`src/rtl/frame_bank_sched.sv`:
```
// Frame-level bank scheduler for the double-banked camera/CNN input buffer.
// Picks the camera write bank and CNN read bank, launches one CNN pass per selected frame.
module frame_bank_sched #(
  parameter int SYNC_STAGES = 2,
  parameter int CNT_W       = 16
) (
  input  logic             iClk,
  input  logic             iRsn,
  input  logic             iEnable,
  input  logic [3:0]       iSkipN,
  input  logic             iCamVsync,
  input  logic             iCnnDone,
  output logic             oWrBank,
  output logic             oRdBank,
  output logic             oFrameStart,
  output logic             oBusy,
  output logic [CNT_W-1:0] oFrameCnt,
  output logic [CNT_W-1:0] oDropCnt,
  output logic [1:0]       oState
);

  // Handshake: oFrameStart is a one-cycle pulse launching a pass on oRdBank; the CNN
  // answers with a one-cycle iCnnDone pulse, which is honoured only while a pass is outstanding.

  typedef enum logic [1:0] {
    ST_DIS  = 2'd0,
    ST_SYNC = 2'd1,
    ST_FILL = 2'd2,
    ST_RUN  = 2'd3
  } state_t;

  state_t                 state_q;
  logic [SYNC_STAGES-1:0] sync_q;
  logic                   hist_q;
  logic                   edge_q;
  logic                   wr_bank_q;
  logic                   frame_start_q;
  logic                   busy_q;
  logic [CNT_W-1:0]       frame_cnt_q;
  logic [CNT_W-1:0]       drop_cnt_q;
  logic [3:0]             skip_q;

  logic                   frame_edge;
  logic                   sel;
  logic [3:0]             skip_nxt;

  // The edge detect is registered, so FSM decisions land three edges after the
  // first high sample of the raw VSYNC.
  always_ff @(posedge iClk or negedge iRsn) begin
    if (!iRsn) begin
      sync_q <= '0;
      hist_q <= 1'b0;
      edge_q <= 1'b0;
    end else begin
      sync_q <= {sync_q[SYNC_STAGES-2:0], iCamVsync};
      hist_q <= sync_q[SYNC_STAGES-1];
      edge_q <= sync_q[SYNC_STAGES-1] & ~hist_q;
    end
  end

  assign frame_edge = edge_q;

  // Decimation: take one frame, then skip iSkipN; the 4-bit counter simply wraps.
  always_comb begin
    sel      = (skip_q == iSkipN);
    skip_nxt = sel ? 4'd0 : skip_q + 4'd1;
  end

  always_ff @(posedge iClk or negedge iRsn) begin
    if (!iRsn) begin
      state_q       <= ST_DIS;
      wr_bank_q     <= 1'b0;
      frame_start_q <= 1'b0;
      busy_q        <= 1'b0;
      frame_cnt_q   <= '0;
      drop_cnt_q    <= '0;
      skip_q        <= 4'd0;
    end else begin
      frame_start_q <= 1'b0;
      if (!iEnable) begin
        state_q <= ST_DIS;
        busy_q  <= 1'b0;
      end else begin
        case (state_q)
          ST_DIS: begin
            state_q <= ST_SYNC;
          end
          ST_SYNC: begin
            // First edge after enable closes a partial frame; it is discarded.
            if (frame_edge) begin
              state_q <= ST_FILL;
            end
          end
          ST_FILL: begin
            if (frame_edge) begin
              skip_q <= skip_nxt;
              if (sel) begin
                wr_bank_q     <= ~wr_bank_q;
                frame_start_q <= 1'b1;
                frame_cnt_q   <= frame_cnt_q + CNT_W'(1);
                state_q       <= ST_RUN;
                busy_q        <= 1'b1;
              end
            end
          end
          ST_RUN: begin
            if (frame_edge) begin
              skip_q <= skip_nxt;
              if (sel && iCnnDone) begin
                // Read bank released this very cycle, so the new frame can go straight in.
                wr_bank_q     <= ~wr_bank_q;
                frame_start_q <= 1'b1;
                frame_cnt_q   <= frame_cnt_q + CNT_W'(1);
              end else if (sel) begin
                if (drop_cnt_q != {CNT_W{1'b1}}) begin
                  drop_cnt_q <= drop_cnt_q + CNT_W'(1);
                end
              end else if (iCnnDone) begin
                state_q <= ST_FILL;
                busy_q  <= 1'b0;
              end
            end else if (iCnnDone) begin
              state_q <= ST_FILL;
              busy_q  <= 1'b0;
            end
          end
          default: begin
            state_q <= ST_DIS;
            busy_q  <= 1'b0;
          end
        endcase
      end
    end
  end

  assign oWrBank     = wr_bank_q;
  assign oRdBank     = ~wr_bank_q;
  assign oFrameStart = frame_start_q;
  assign oBusy       = busy_q;
  assign oFrameCnt   = frame_cnt_q;
  assign oDropCnt    = drop_cnt_q;
  assign oState      = state_q;

endmodule
```
`config.mk`:
```
export PLATFORM = sky130hd
export DESIGN_NAME = frame_bank_sched
export DESIGN_NICKNAME = d
export VERILOG_FILES = /design/src/rtl/frame_bank_sched.sv
export SDC_FILE = /design/constraint.sdc
export NUM_CORES = 1
export LEC_CHECK = 0
export ABC_AREA = 1
export BUFFER_PORTS_ARGS = -buffer_cell sky130_fd_sc_hd__clkbuf_2
export CAP_MARGIN = 20
export CORE_UTILIZATION = 50
export DETAILED_ROUTE_END_ITERATION = 6
export PLACE_DENSITY_LB_ADDON = 0.05
export SYNTH_ARGS = -nofsm -noshare
export SYNTH_HDL_FRONTEND = slang
export SYNTH_SLANG_ARGS = --single-unit
```
`constraint.sdc`:
```
create_clock -name iClk -period 1.45 [get_ports iClk]
set_input_delay 0.29 -clock iClk [delete_from_list [all_inputs] [get_ports iClk]]
set_output_delay 0.29 -clock iClk [all_outputs]
set_load 0.02 [all_outputs]
```
# After elaboration in Yosys (flattened, before gate mapping)
# Cells that the tools add are included.
# totals
wordCells,75
register_bits,45
inputBits,9
output_inout_bits,38
# classes
reduce_logical,9
bitwise_logic,4
n_eq_ne,15
muxes,34
add_sub_neg,3
# op_table
op,count
two-way mux 16 bit,4
"adder 16 x 1 -> 16 bit, second input constant",2
one-hot mux 16 bit (2 select lines),1
two-way mux 1 bit,16
two-way mux 2 bit,8
"!= test 16 bit, second input constant",1
AND reduction 6 bit,2
AND reduction 5 bit,2
"!= test 3 bit, second input constant",3
"!= test 2 bit, second input constant",4
"!= test 4 bit, second input constant",2
one-hot mux 2 bit (4 select lines),1
one-hot mux 1 bit (2 select lines),3
"adder 4 x 1 -> 4 bit, second input constant",1
"equality test 2 bit, second input constant",2
equality test 4 bit,1
two-way mux 4 bit,1
"!= test 3 x 1 -> 1 bit, second input constant",1
NOT 1 bit,3
AND reduction 3 bit,1
"equality test 2 x 1 -> 1 bit, second input constant",1
logical NOT 2 bit,1
nonzero test 2 bit,1
OR reduction 2 bit,1
2 further kinds,2

# Longest topological paths before layout
# Gate-level depths: netlist of run 1.
# depth
depth_word,6
depth_mapped,10
mapped_depth_nobuf,9

# Worst setup path after synthesis of run 1
# Ideal clock, no wire load.
# synth_path
kind,flip-flop to flip-flop
from,"register drop_cnt_q[0], in the netlist oDropCnt[0]"
to,"register drop_cnt_q[12], in the netlist oDropCnt[12]"
n_path_buf,1
arrival_ns,1.595
setup_time_ns,0.118
stages_incl_launch_ff,10
required_time_ns,1.332
setup_slack_ns,-0.263
synth_period_minus_slack_ns,1.713
path_cell_list,dfrtp_1 > ha_1 > nand3_2 > nor2_4 > nand2_2 > nor2_2 > nand2_2 > buf_2 > nand3_1 > nand2_1
# synth_via
elab_chain_cells,2
elab_cells_between_ends,3
classes_between,1 x add/sub; 1 x eq/ne; 1 x reduce/logical
# synth_lines
item,line_no,text
"start, declared",40,logic [CNT_W-1:0] drop_cnt_q;
"start signal, assigned",116,drop_cnt_q <= drop_cnt_q + CNT_W'(1);
branches (longest 2 deep; another with adder 16 x 1 -> 16 bit),-,
# Parallel ways; which one is timed is not known.
# A chain may end at the register's enable or synchronous reset.

# Worst setup path in the final report of run 1
# layout_path
from,"register drop_cnt_q[1], in the netlist oDropCnt[1]"
to,"register drop_cnt_q[4], in the netlist oDropCnt[4]"
# Same word-level chain as after synthesis.

==> results of run 1 <==
logic make-up (layout without fill, tap and decap cells):
group,count (synthesis),in the layout
compound gates,11,11
fa+ha+maj,3,3
xor+xnor,24,24
buf+inv,36,134
flops,45,45
simple gates,236,237
area by class of cell:
type	instances	area [µm²]
multi-input cells	275	1541
fillers	447	1480
flip-flops and latches	45	1131
repair buffers	95	668.1
inverters	31	116.4
well taps	70	87.58
clock buffers	6	72.57
clock inverters	2	10.01
power by group:
group | switching [µW] | internal (µW) | leakage, µW
clock | 423 | 335 | 0.0000450
combinational | 537 | 398 | 0.00120
sequential | 97.2 | 1370 | 0.000604
stage by stage:
stage	total power, µW	hold WS (ns)	area (µm²)	setup TNS, ns	utilization [%]
CTS	3135	0.09390	3416	-0.003302	66.88
detailed placement	2364	0.3003	3296	-0.1313	64.53
finish	3163	0.1031	3627	-0.09627	71.02
global route	3376	0.09058	3627	-2.768	71.02
global placement	2348	0.2943	3296	-0.06009	64.53
floorplan	2005	-0.005591	2670	-1.446	-
how the worst max path moves through the flow:
| stage | startpoint | end | slack [ns] |
|---|---|---|---|
| floorplan | oDropCnt[0]$_DFFE_PN0P_ | oDropCnt[12]$_DFFE_PN0P_ | -0.10 |
| global placement | oDropCnt[1]$_DFFE_PN0P_ | oDropCnt[6]$_DFFE_PN0P_ | -0.02 |
| detailed placement | skip_q[1]$_DFFE_PN0P_ | oFrameCnt[12]$_DFFE_PN0P_ | -0.02 |
| CTS | skip_q[1]$_DFFE_PN0P_ | oFrameCnt[7]$_DFFE_PN0P_ | -0.002 |
| global route | skip_q[2]$_DFFE_PN0P_ | oDropCnt[5]$_DFFE_PN0P_ | -0.11 |
| finish | oDropCnt[1]$_DFFE_PN0P_ | oDropCnt[4]$_DFFE_PN0P_ | -0.02 |
what timing repair did:
| item | in CTS | in global routing |
|---|---|---|
| pin swaps | 1 | 13 |
| buffers inserted | 0 | 5 |
| setup endpoints to repair | 33 | 35 |
| endpoints found under the hold margin | 45 | 0 |
| hold buffers | 1 | 0 |
| gates cloned | 0 | 1 |
| resized for setup | 7 | 43 |
worst max-delay path: stages, from the launching register on:
cell     delay, ns
dfrtp_2       0.39
ha_4          0.15
nand3_4       0.08
nor2_4        0.10
nand2_2       0.08
nor2_4        0.14
nand2_8       0.11
buf_12        0.17
nand3_1       0.08
nand2_1       0.05
layer usage:
layer / up-vias / share of wire [%]
li1: 1310 / -
met1: 1193 / 46
met2: 53 / 49
met3: 4 / 3.9
met4: 0 / 0.81
met5: - / 0
state kept, by name, summed over array words and instances, names as in the netlist:
| register | flops |
|---|---|
| edge_q | 1 |
| hist_q | 1 |
| oBusy | 1 |
| oDropCnt | 16 |
| oFrameCnt | 16 |
| oFrameStart | 1 |
| oState | 2 |
| oWrBank | 1 |
| skip_q | 4 |
| sync_q | 2 |
cells in the final DEF (no fill, tap or decap), types with 5 or more instances in the layout:
| cell | synthesis | final |
|---|---|---|
| xnor2_1 | 14 | 14 |
| buf_4 | 1 | 38 |
| o21ai_0 | 6 | 6 |
| nand3_1 | 35 | 24 |
| nor2_4 | 5 | 7 |
| clkbuf_8 | 0 | 5 |
| dfrtp_1 | 45 | 41 |
| nor3_1 | 7 | 6 |
| nand3_2 | 1 | 11 |
| inv_1 | 29 | 27 |
| xor2_1 | 10 | 10 |
| nand2_1 | 143 | 128 |
| clkbuf_2 | 0 | 46 |
| nand2_2 | 6 | 17 |
| buf_6 | 3 | 6 |
| nor2_1 | 31 | 27 |
==> reports/qor.csv, run 1 <==
stage;metric;value;unit
logic_synthesis;synthesized cell area;2636;µm²
logic_synthesis;FFs w/ async S/R, synth;100.0;%
timing;Setup Viol. Count Final;10;
critical_path;CP Max Fanout;8;
floorplanning;Die Ht;74.61;µm
global_routing;GR Util met2;36.34;%
cts;CTS Sinks;45;
detailed_routing;Vias/cell;4.885;
timing;RSZ-0062 raised after global routing;yes;
run_status;violated checks;setup timing;
global_routing;first-pass GRT wire length;9653;µm
critical_path;crit end category;register;
detailed_routing;drt first-iter violations;118;
timing;Slew Limit Fails;0;
logic_synthesis;EDFF count, synth;0;
logic_synthesis;Seq/Total Area, Yosys;42.71;%
power_and_ir_drop;PwrDens;872.1;nW/µm²
detailed_routing;total wire length;6290;µm
logic_synthesis;Syn Nets;367;
logic_synthesis;synthesized area per cell;7.426;µm²
logic_synthesis;Distinct cells, synth;24;
logic_synthesis;most numerous cell in the Yosys netlist;nand2_1;
flow_run;maximum capacitance violations;0;
cts;Root Driver;clkbuf_8;
cells_and_area;fin cells;524;
floorplanning;Die X;74.61;µm
critical_path;R2R Path Start;oDropCnt[1]$_DFFE_PN0P_;
cts;Reg clk slew, reported paths;0.09;ns
global_routing;grt peak-use layer;met2;
power_and_ir_drop;Leakage;0.001845;µW
cts;Clock Latency Late Sink;0.30;ns
floorplanning;core box area;5107;µm²
logic_synthesis;post-synth top area share;42.71;%
detailed_routing;Detailed Routing Iterations Pass 1;4;
global_routing;vias in the first global route;2242;
run_status;status;finished with violations;
global_routing;M3 GR Usage;5.622;%
floorplanning;die area;5567;µm²
critical_path;FF-to-FF End;oDropCnt[4]$_DFFE_PN0P_;
logic_synthesis;main combinational cell family by area after synthesis;simple AND/OR/NAND/NOR gates;
place;Port Buffers;46;
power_and_ir_drop;VDD IR max;0.5899;mV
detailed_routing;wire per inst;12.00;µm
logic_synthesis;cell taking the most area after synthesis;dfrtp_1;
timing;setup slack after layout;-0.02368;ns
logic_synthesis;Synth area leaders;dfrtp_1 (43%), nand2_1 (20%), nand3_1 (6.6%);
detailed_routing;ANT nets after route;0;
global_routing;GRT overflow;0;
timing;worst slew pin tran;0.4103;ns
logic_synthesis;Synth Area in XOR/XNOR;7.973;%
logic_synthesis;Compound-Gate Fraction of Synth Area;2.136;%
hold_path;Hold/Removal Path Class;input port to register;
timing;Period Utilization, post-route;101.6;%
place;total placed cells including tap cells;509;
cells_and_area;Nets;465;
logic_synthesis;post-synthesis cell count;355;
cts;CTS tree;built;
floorplanning;# IOs;47;
timing;Final min period;1.474;ns
global_routing;GR Util met1;31.07;%
critical_path;flop2flop setup slack;-0.02;ns
global_routing;largest net degree at the start of global routing;46;
critical_path;startpoint types;register;
logic_synthesis;post-synthesis mux area share;0;%
critical_path;R2R depth;9;
global_routing;gr usage total;22.65;%
logic_synthesis;Syn. warnings;0;
cts;CTS Buf Count;5;
critical_path;Setup CP Type;register to register;
timing;Highest Clock Rate;678.6;MHz
critical_path;Critical Path RT;1.64;ns
detailed_routing;# DRC;0;
place;hpwl dp;4210;µm
global_routing;initial antenna violation count;0;
detailed_routing;via count;2560;
logic_synthesis;Synth Area in Adders;1.424;%
logic_synthesis;simple logic cell fraction of the synthesized area;39.58;%
floorplanning;Rows;26;
timing;Final Hold Viols;0;
logic_synthesis;Post-synth top flop;dfrtp_1;
timing;Layout Skew;0.008722;ns
cts;H-tree Lvls;2;
cells_and_area;antenna cell count;0;
logic_synthesis;Yosys reg bits;45;
cells_and_area;synth-to-layout area growth;37.59;%
place;pre-CTS setup slack;-0.01624;ns
hold_path;hold path start;iCamVsync;
hold_path;Worst Hold Path Cells;1;
hold_path;Hold EP;sync_q[0]$_DFF_PN0_;
cts;Clock Tree Buf Depth;2;
timing;Relative slew margins;72.43;%
critical_path;crit path DAT;1.67;ns
place;GP Congestion;0.8942;
logic_synthesis;Post-synth top cells;nand2_1 (143), dfrtp_1 (45), nand3_1 (35), nor2_1 (31), inv_1 (29);
cells_and_area;layout cells sized above 1;35.46;%
floorplanning;Initial Utilization;51.62;%
Note: power is estimated with default switching activity, not from simulation.
==> inputs of run 2 (changes only) <==
Settings changed: CORE_MARGIN set to 5.
Clock period 1.45 ns to 1.23 ns, I/O delays scaled along.
==> run 2 against run 1 <==
The run still ends with setup timing left. Global-route usage increased by 1.9 points. Total power increased by 41%. Cell count increased by 11%. First-iteration DRC count increased to 3.2 times the previous value. Highest routed layer unchanged.
==> reports/qor.csv, run 2 (same netlist as run 1, synthesis figures left out) <==
stage;metric;value;unit
critical_path;CP Max Fanout;6;
global_routing;GRT overflow;0;
cells_and_area;sequential cell area;1144;µm²
cells_and_area;Nets;525;
cells_and_area;most frequent cells in the layout;nand2_1 (100), buf_4 (69), nand2_2 (34);
cells_and_area;fin cells;584;
timing;RSZ-0062 raised after global routing;yes;
timing;Setup Viol. Count Final;63;
timing;Relative slew margins;73.02;%
cts;H-tree Lvls;2;
hold_path;Hold/Removal Path Class;input port to register;
critical_path;crit path DAT;1.85;ns
place;total placed cells including tap cells;531;
floorplanning;die area;6824;µm²
detailed_routing;drt first-iter violations;378;
power_and_ir_drop;PwrDens;934.7;nW/µm²
floorplanning;core box area;5107;µm²
detailed_routing;total wire length;12770;µm
timing;Highest Clock Rate;609.3;MHz
critical_path;crit path launch;oDropCnt[6]$_DFFE_PN0P_;
power_and_ir_drop;total power;4452;µW
cts;Clock Latency Late Sink;0.32;ns
power_and_ir_drop;Leakage;0.002398;µW
floorplanning;Die Ht;82.61;µm
power_and_ir_drop;VDD IR max;0.8294;mV
timing;Period Utilization, post-route;133.4;%
timing;Final Hold Viols;0;
flow_run;maximum capacitance violations;0;
cells_and_area;antenna cell count;0;
detailed_routing;Detailed Routing Iterations Pass 1;5;
run_status;violated checks;setup timing;
floorplanning;Rows;26;
detailed_routing;wire per inst;21.87;µm
cells_and_area;fill count;167;
cells_and_area;synth-to-layout area growth;80.68;%
cts;CTS Sinks;45;
critical_path;R2R Path Start;oDropCnt[6]$_DFFE_PN0P_;
detailed_routing;ANT nets after route;0;
cts;Reg clk slew, reported paths;0.10;ns
timing;setup slack after layout;-0.4113;ns
timing;worst slew pin tran;0.4024;ns
cts;CTS tree;built;
cells_and_area;commonest non-fill, non-tap cell in the layout;nand2_1;
cts;Clock Tree Buf Depth;2;
detailed_routing;via count;3495;
timing;Final min period;1.641;ns
critical_path;Setup CP Type;register to register;
cts;CTS Buf Count;5;
cells_and_area;layout cells sized above 1;52.92;%
timing;Slew Limit Fails;0;
global_routing;vias in the first global route;2820;
critical_path;Critical Path RT;1.44;ns
timing;Layout Skew;0.01642;ns
place;hpwl dp;4804;µm
detailed_routing;# DRC;0;
floorplanning;Initial Utilization;51.62;%
global_routing;largest net degree at the start of global routing;46;
place;Port Buffers;46;
critical_path;crit end category;register;
cts;Root Driver;clkbuf_8;
cells_and_area;Multi-input gate area;1798;µm²
detailed_routing;Vias/cell;5.985;
place;GP Congestion;0.8072;
floorplanning;# IOs;47;
place;pre-CTS setup slack;-0.2207;ns
critical_path;startpoint types;register;
global_routing;first-pass GRT wire length;12880;µm
run_status;status;finished with violations;
timing;sum of negative setup slack;-13.18;ns
global_routing;initial antenna violation count;0;
global_routing;gr usage total;24.54;%
floorplanning;Die X;82.61;µm
hold_path;hold path start;iCamVsync;
-- run 2: cell types whose count changed in the layout (fill, tap and decap cells not counted), moves of 11 or more --
cell,previous run,this run
nand2_2,17,34
buf_6,6,32
nand2_4,4,15
nand2_1,128,100
clkbuf_2,46,18
buf_4,38,69
buf_8,1,24
-- run 2: final cells by class --
| cell class | instances | area share (%) |
|---|---|---|
| inverter | 31 | 2.495 |
| clock inverter | 3 | 0.4728 |
| tap | 70 | 1.839 |
| clock buffer | 5 | 1.445 |
| timing repair buffer | 153 | 31.99 |
| sequential | 45 | 24.01 |
| multi-input combinational | 277 | 37.75 |
-- run 2: metal layers --
metal  GRT usage, %  routed length (µm)  vias up  share of wire [%]
li1               -                   -     1429                  -
met5              0                   0        -                  0
met2          42.31                6197      280                 49
met3          3.145                1086       99                8.5
met4          7.843                 860        0                6.7
met1          31.89                4629     1687                 36
-- run 2: through the flow --
stage / hold WS, ns / area [µm²] / utilization (%)
2_1_floorplan: -0.04959 / 2725 / -
3_3_place_gp: 0.2494 / 3516 / 68.84
3_5_place_dp: 0.2516 / 3516 / 68.84
4_1_cts: 0.03772 / 4192 / 82.07
5_1_grt: 0.04386 / 4763 / 93.26
6_report: 0.05355 / 4763 / 93.26
-- run 2: timing repair --
action | CTS | global route
hold buffers | 1 | 0
pin swaps | 26 | 33
cloned | 1 | 6
setup endpoints to repair | 67 | 70
setup buffers | 17 | 32
endpoints found under the hold margin | 45 | 0
gates resized for setup | 101 | 126
-- run 2: critical path, stage by stage, from the launching register on --
cell and delay, ns:
dfrtp_1 0.40, nand2_1 0.11, nor2_1 0.26, nand2_2 0.13, nor2_4 0.16, nand2_8 0.12, buf_12 0.18, nand3_4 0.09
nand2_2 0.08
-- run 2: path summary, 6_finish.rpt --
| check | end | slack [ns] | depth (start not counted) |
|---|---|---|---|
| setup / recovery | oDropCnt[4]$_DFFE_PN0P_ | -0.41 | 8 |
| hold / removal | sync_q[0]$_DFF_PN0_ | 0.05 | 1 |
| setup reg to reg | oDropCnt[4]$_DFFE_PN0P_ | -0.41 | 8 |
| hold reg to reg | hist_q$_DFF_PN0_ | 0.43 | 0 |
| max in group asynchronous | oDropCnt[11]$_DFFE_PN0P_ | 0.51 | 3 |
| min in group asynchronous | oDropCnt[2]$_DFFE_PN0P_ | 0.46 | 3 |
-- run 2: report_power, final --
part           switching [µW]  internal, µW
logic                     907           781
registers                 143          1620
clock network             597           400
==> inputs of run 3 (changes only) <==
Settings changed: SETUP_SLACK_MARGIN set to 0.2.
==> run 3 against run 2 <==
Total power up 10%. Non-clock buffer count up 17. Cell count up 2.6%. Sequential share of layout area down 0.36 points. Maximum frequency down 5.3%. The run ends with DRC, setup timing left. Clock skew down 0.0017 ns. Clock power up 25%. Final area up 0.95%. Sequential power about the same. Clock-buffer cell count up 1. Global-route usage up 4.0 points. Register-to-register slack worse by 0.09 ns.
==> reports/qor.csv, run 3 (same netlist as run 1, synthesis figures left out) <==
stage;metric;value;unit
cts;Clock Latency Late Sink;0.33;ns
cts;CTS Sinks;45;
cts;Clock Tree Buf Depth;2;
floorplanning;# IOs;47;
floorplanning;die area;6824;µm²
place;pre-CTS setup slack;-0.1952;ns
cells_and_area;Nets;540;
cells_and_area;antenna cell count;0;
place;hpwl dp;4751;µm
power_and_ir_drop;Leakage;0.002392;µW
timing;Slew Limit Fails;0;
timing;Layout Skew;0.01468;ns
power_and_ir_drop;Int Pwr;3228;µW
floorplanning;Die Ht;82.61;µm
global_routing;GRT overflow;0;
timing;Highest Clock Rate;576.9;MHz
detailed_routing;ANT nets after route;0;
critical_path;Setup CP Type;register to register;
cells_and_area;layout cells sized above 1;47.26;%
timing;RSZ-0062 raised after global routing;yes;
timing;Final Hold Viols;0;
cells_and_area;commonest non-fill, non-tap cell in the layout;nand2_1;
run_status;status;finished with violations;
cells_and_area;fin cells;599;
power_and_ir_drop;net switching power;1669;µW
floorplanning;Initial Utilization;51.62;%
timing;Period Utilization, post-route;140.9;%
flow_run;maximum capacitance violations;0;
timing;Relative slew margins;69.84;%
run_status;violated checks;DRC, setup timing;
cts;CTS tree;built;
power_and_ir_drop;Clock power frac;25.5;%
power_and_ir_drop;combinational power share;38.2;%
floorplanning;core box area;5107;µm²
detailed_routing;via count;3712;
cts;Root Driver;clkbuf_8;
timing;Final min period;1.733;ns
global_routing;first-pass GRT wire length;14660;µm
detailed_routing;Vias/cell;6.197;
detailed_routing;drt first-iter violations;459;
critical_path;CP Max Fanout;4;
critical_path;crit path DAT;1.94;ns
detailed_routing;Detailed Routing Iterations Pass 1;7;
global_routing;vias in the first global route;3119;
critical_path;crit end category;register;
cells_and_area;most frequent cells in the layout;nand2_1 (134), buf_4 (85), dfrtp_1 (36);
global_routing;initial antenna violation count;0;
place;total placed cells including tap cells;540;
power_and_ir_drop;Sequential Power Share;36.2;%
global_routing;largest net degree at the start of global routing;46;
floorplanning;Die X;82.61;µm
floorplanning;Rows;26;
critical_path;Critical Path RT;1.44;ns
critical_path;startpoint types;register;
cells_and_area;synth-to-layout area growth;82.39;%
power_and_ir_drop;VDD IR max;0.8085;mV
detailed_routing;# DRC;1;
global_routing;gr usage total;28.49;%
place;Port Buffers;46;
detailed_routing;total wire length;13560;µm
cts;H-tree Lvls;2;
timing;Setup Viol. Count Final;64;
cts;CTS Buf Count;5;
power_and_ir_drop;Sw Share;34.08;%
detailed_routing;wire per inst;22.64;µm
timing;setup slack after layout;-0.5034;ns
place;GP Congestion;0.8485;
power_and_ir_drop;PwrDens;1018;nW/µm²
power_and_ir_drop;total power;4897;µW
timing;worst slew pin tran;0.4490;ns
hold_path;Hold/Removal Path Class;input port to register;
cts;Reg clk slew, reported paths;0.10;ns
-- run 3: cell types whose count changed in the layout (fill, tap and decap cells not counted), moves of 5 or more --
cell / previous run / this run
clkbuf_8: 7 / 14
buf_4: 69 / 85
clkbuf_2: 18 / 8
dfrtp_2: 14 / 9
buf_8: 24 / 29
dfrtp_1: 31 / 36
nand2_2: 34 / 12
nand2_1: 100 / 134
nand2_4: 15 / 3
-- run 3: area by class of cell --
class                      count  area [µm²]
fill                         152       299.0
inverter                      31       118.9
clock inverter                 2       37.54
multi-input combinational    275        1623
sequential                    45        1137
clock buffer                   6       82.58
timing repair buffer         170        1722
tap                           70       87.58
-- run 3: stage by stage --
step | utilization [%] | area [µm²] | hold WS [ns] | setup TNS [ns]
finish | 94.15 | 4808 | 0.02644 | -12.86
global route | 94.15 | 4808 | 0.02951 | -15.37
CTS | 87.04 | 4446 | 0.02725 | -6.525
detailed placement | 70.09 | 3580 | 0.2485 | -5.227
global placement | 70.09 | 3580 | 0.2484 | -4.523
floorplan | - | 2734 | -0.04959 | -7.478
-- run 3: power groups by stage --
stage,sequential (µW),clock (µW),combinational [µW]
after global routing,1790,1300,1960
after floorplan,1880,0,534
after CTS,1750,1230,1580
after detailed placement,1780,0,1200
after global placement,1770,0,1190
final,1770,1250,1870
-- run 3: path summary, 6_finish.rpt --
check                                   startpoint                  endpoint  slack, ns  cells past startpoint
max                        oDropCnt[6]$_DFFE_PN0P_  oDropCnt[15]$_DFFE_PN0P_      -0.50                      8
min                                      iCamVsync       sync_q[0]$_DFF_PN0_       0.03                      1
max reg2reg                oDropCnt[6]$_DFFE_PN0P_  oDropCnt[15]$_DFFE_PN0P_      -0.50                      8
min reg2reg                       hist_q$_DFF_PN0_          edge_q$_DFF_PN0_       0.42                      1
max in group asynchronous                     iRsn  oDropCnt[11]$_DFFE_PN0P_       0.49                      3
min in group asynchronous                     iRsn  oFrameCnt[4]$_DFFE_PN0P_       0.48                      3
-- run 3: worst max-delay path, cell delays in order (launching register included) --
cell     delay (ns)
dfrtp_1        0.38
buf_6          0.13
nand2_1        0.09
nor2_1         0.26
nand2_1        0.20
o21ai_0        0.29
nand2_1        0.13
nand3_2        0.09
nand2_1        0.04
-- run 3: per-layer routing --
metal / vias to the layer above / share of wire (%) / global-route usage [%]
met5: - / 0 / 0
met4: 0 / 9.2 / 12.91
met3: 151 / 11 / 5.965
met2: 364 / 47 / 50.00
met1: 1744 / 33 / 33.20
li1: 1453 / - / -
-- run 3: what timing repair did --
item | in CTS | in global routing
setup buffers | 33 | 15
pin swaps | 3 | 35
hold endpoints to repair | 45 | 0
setup endpoints to repair | 78 | 78
hold buffers | 1 | 0
resized for setup | 114 | 71
cloned | 0 | 2
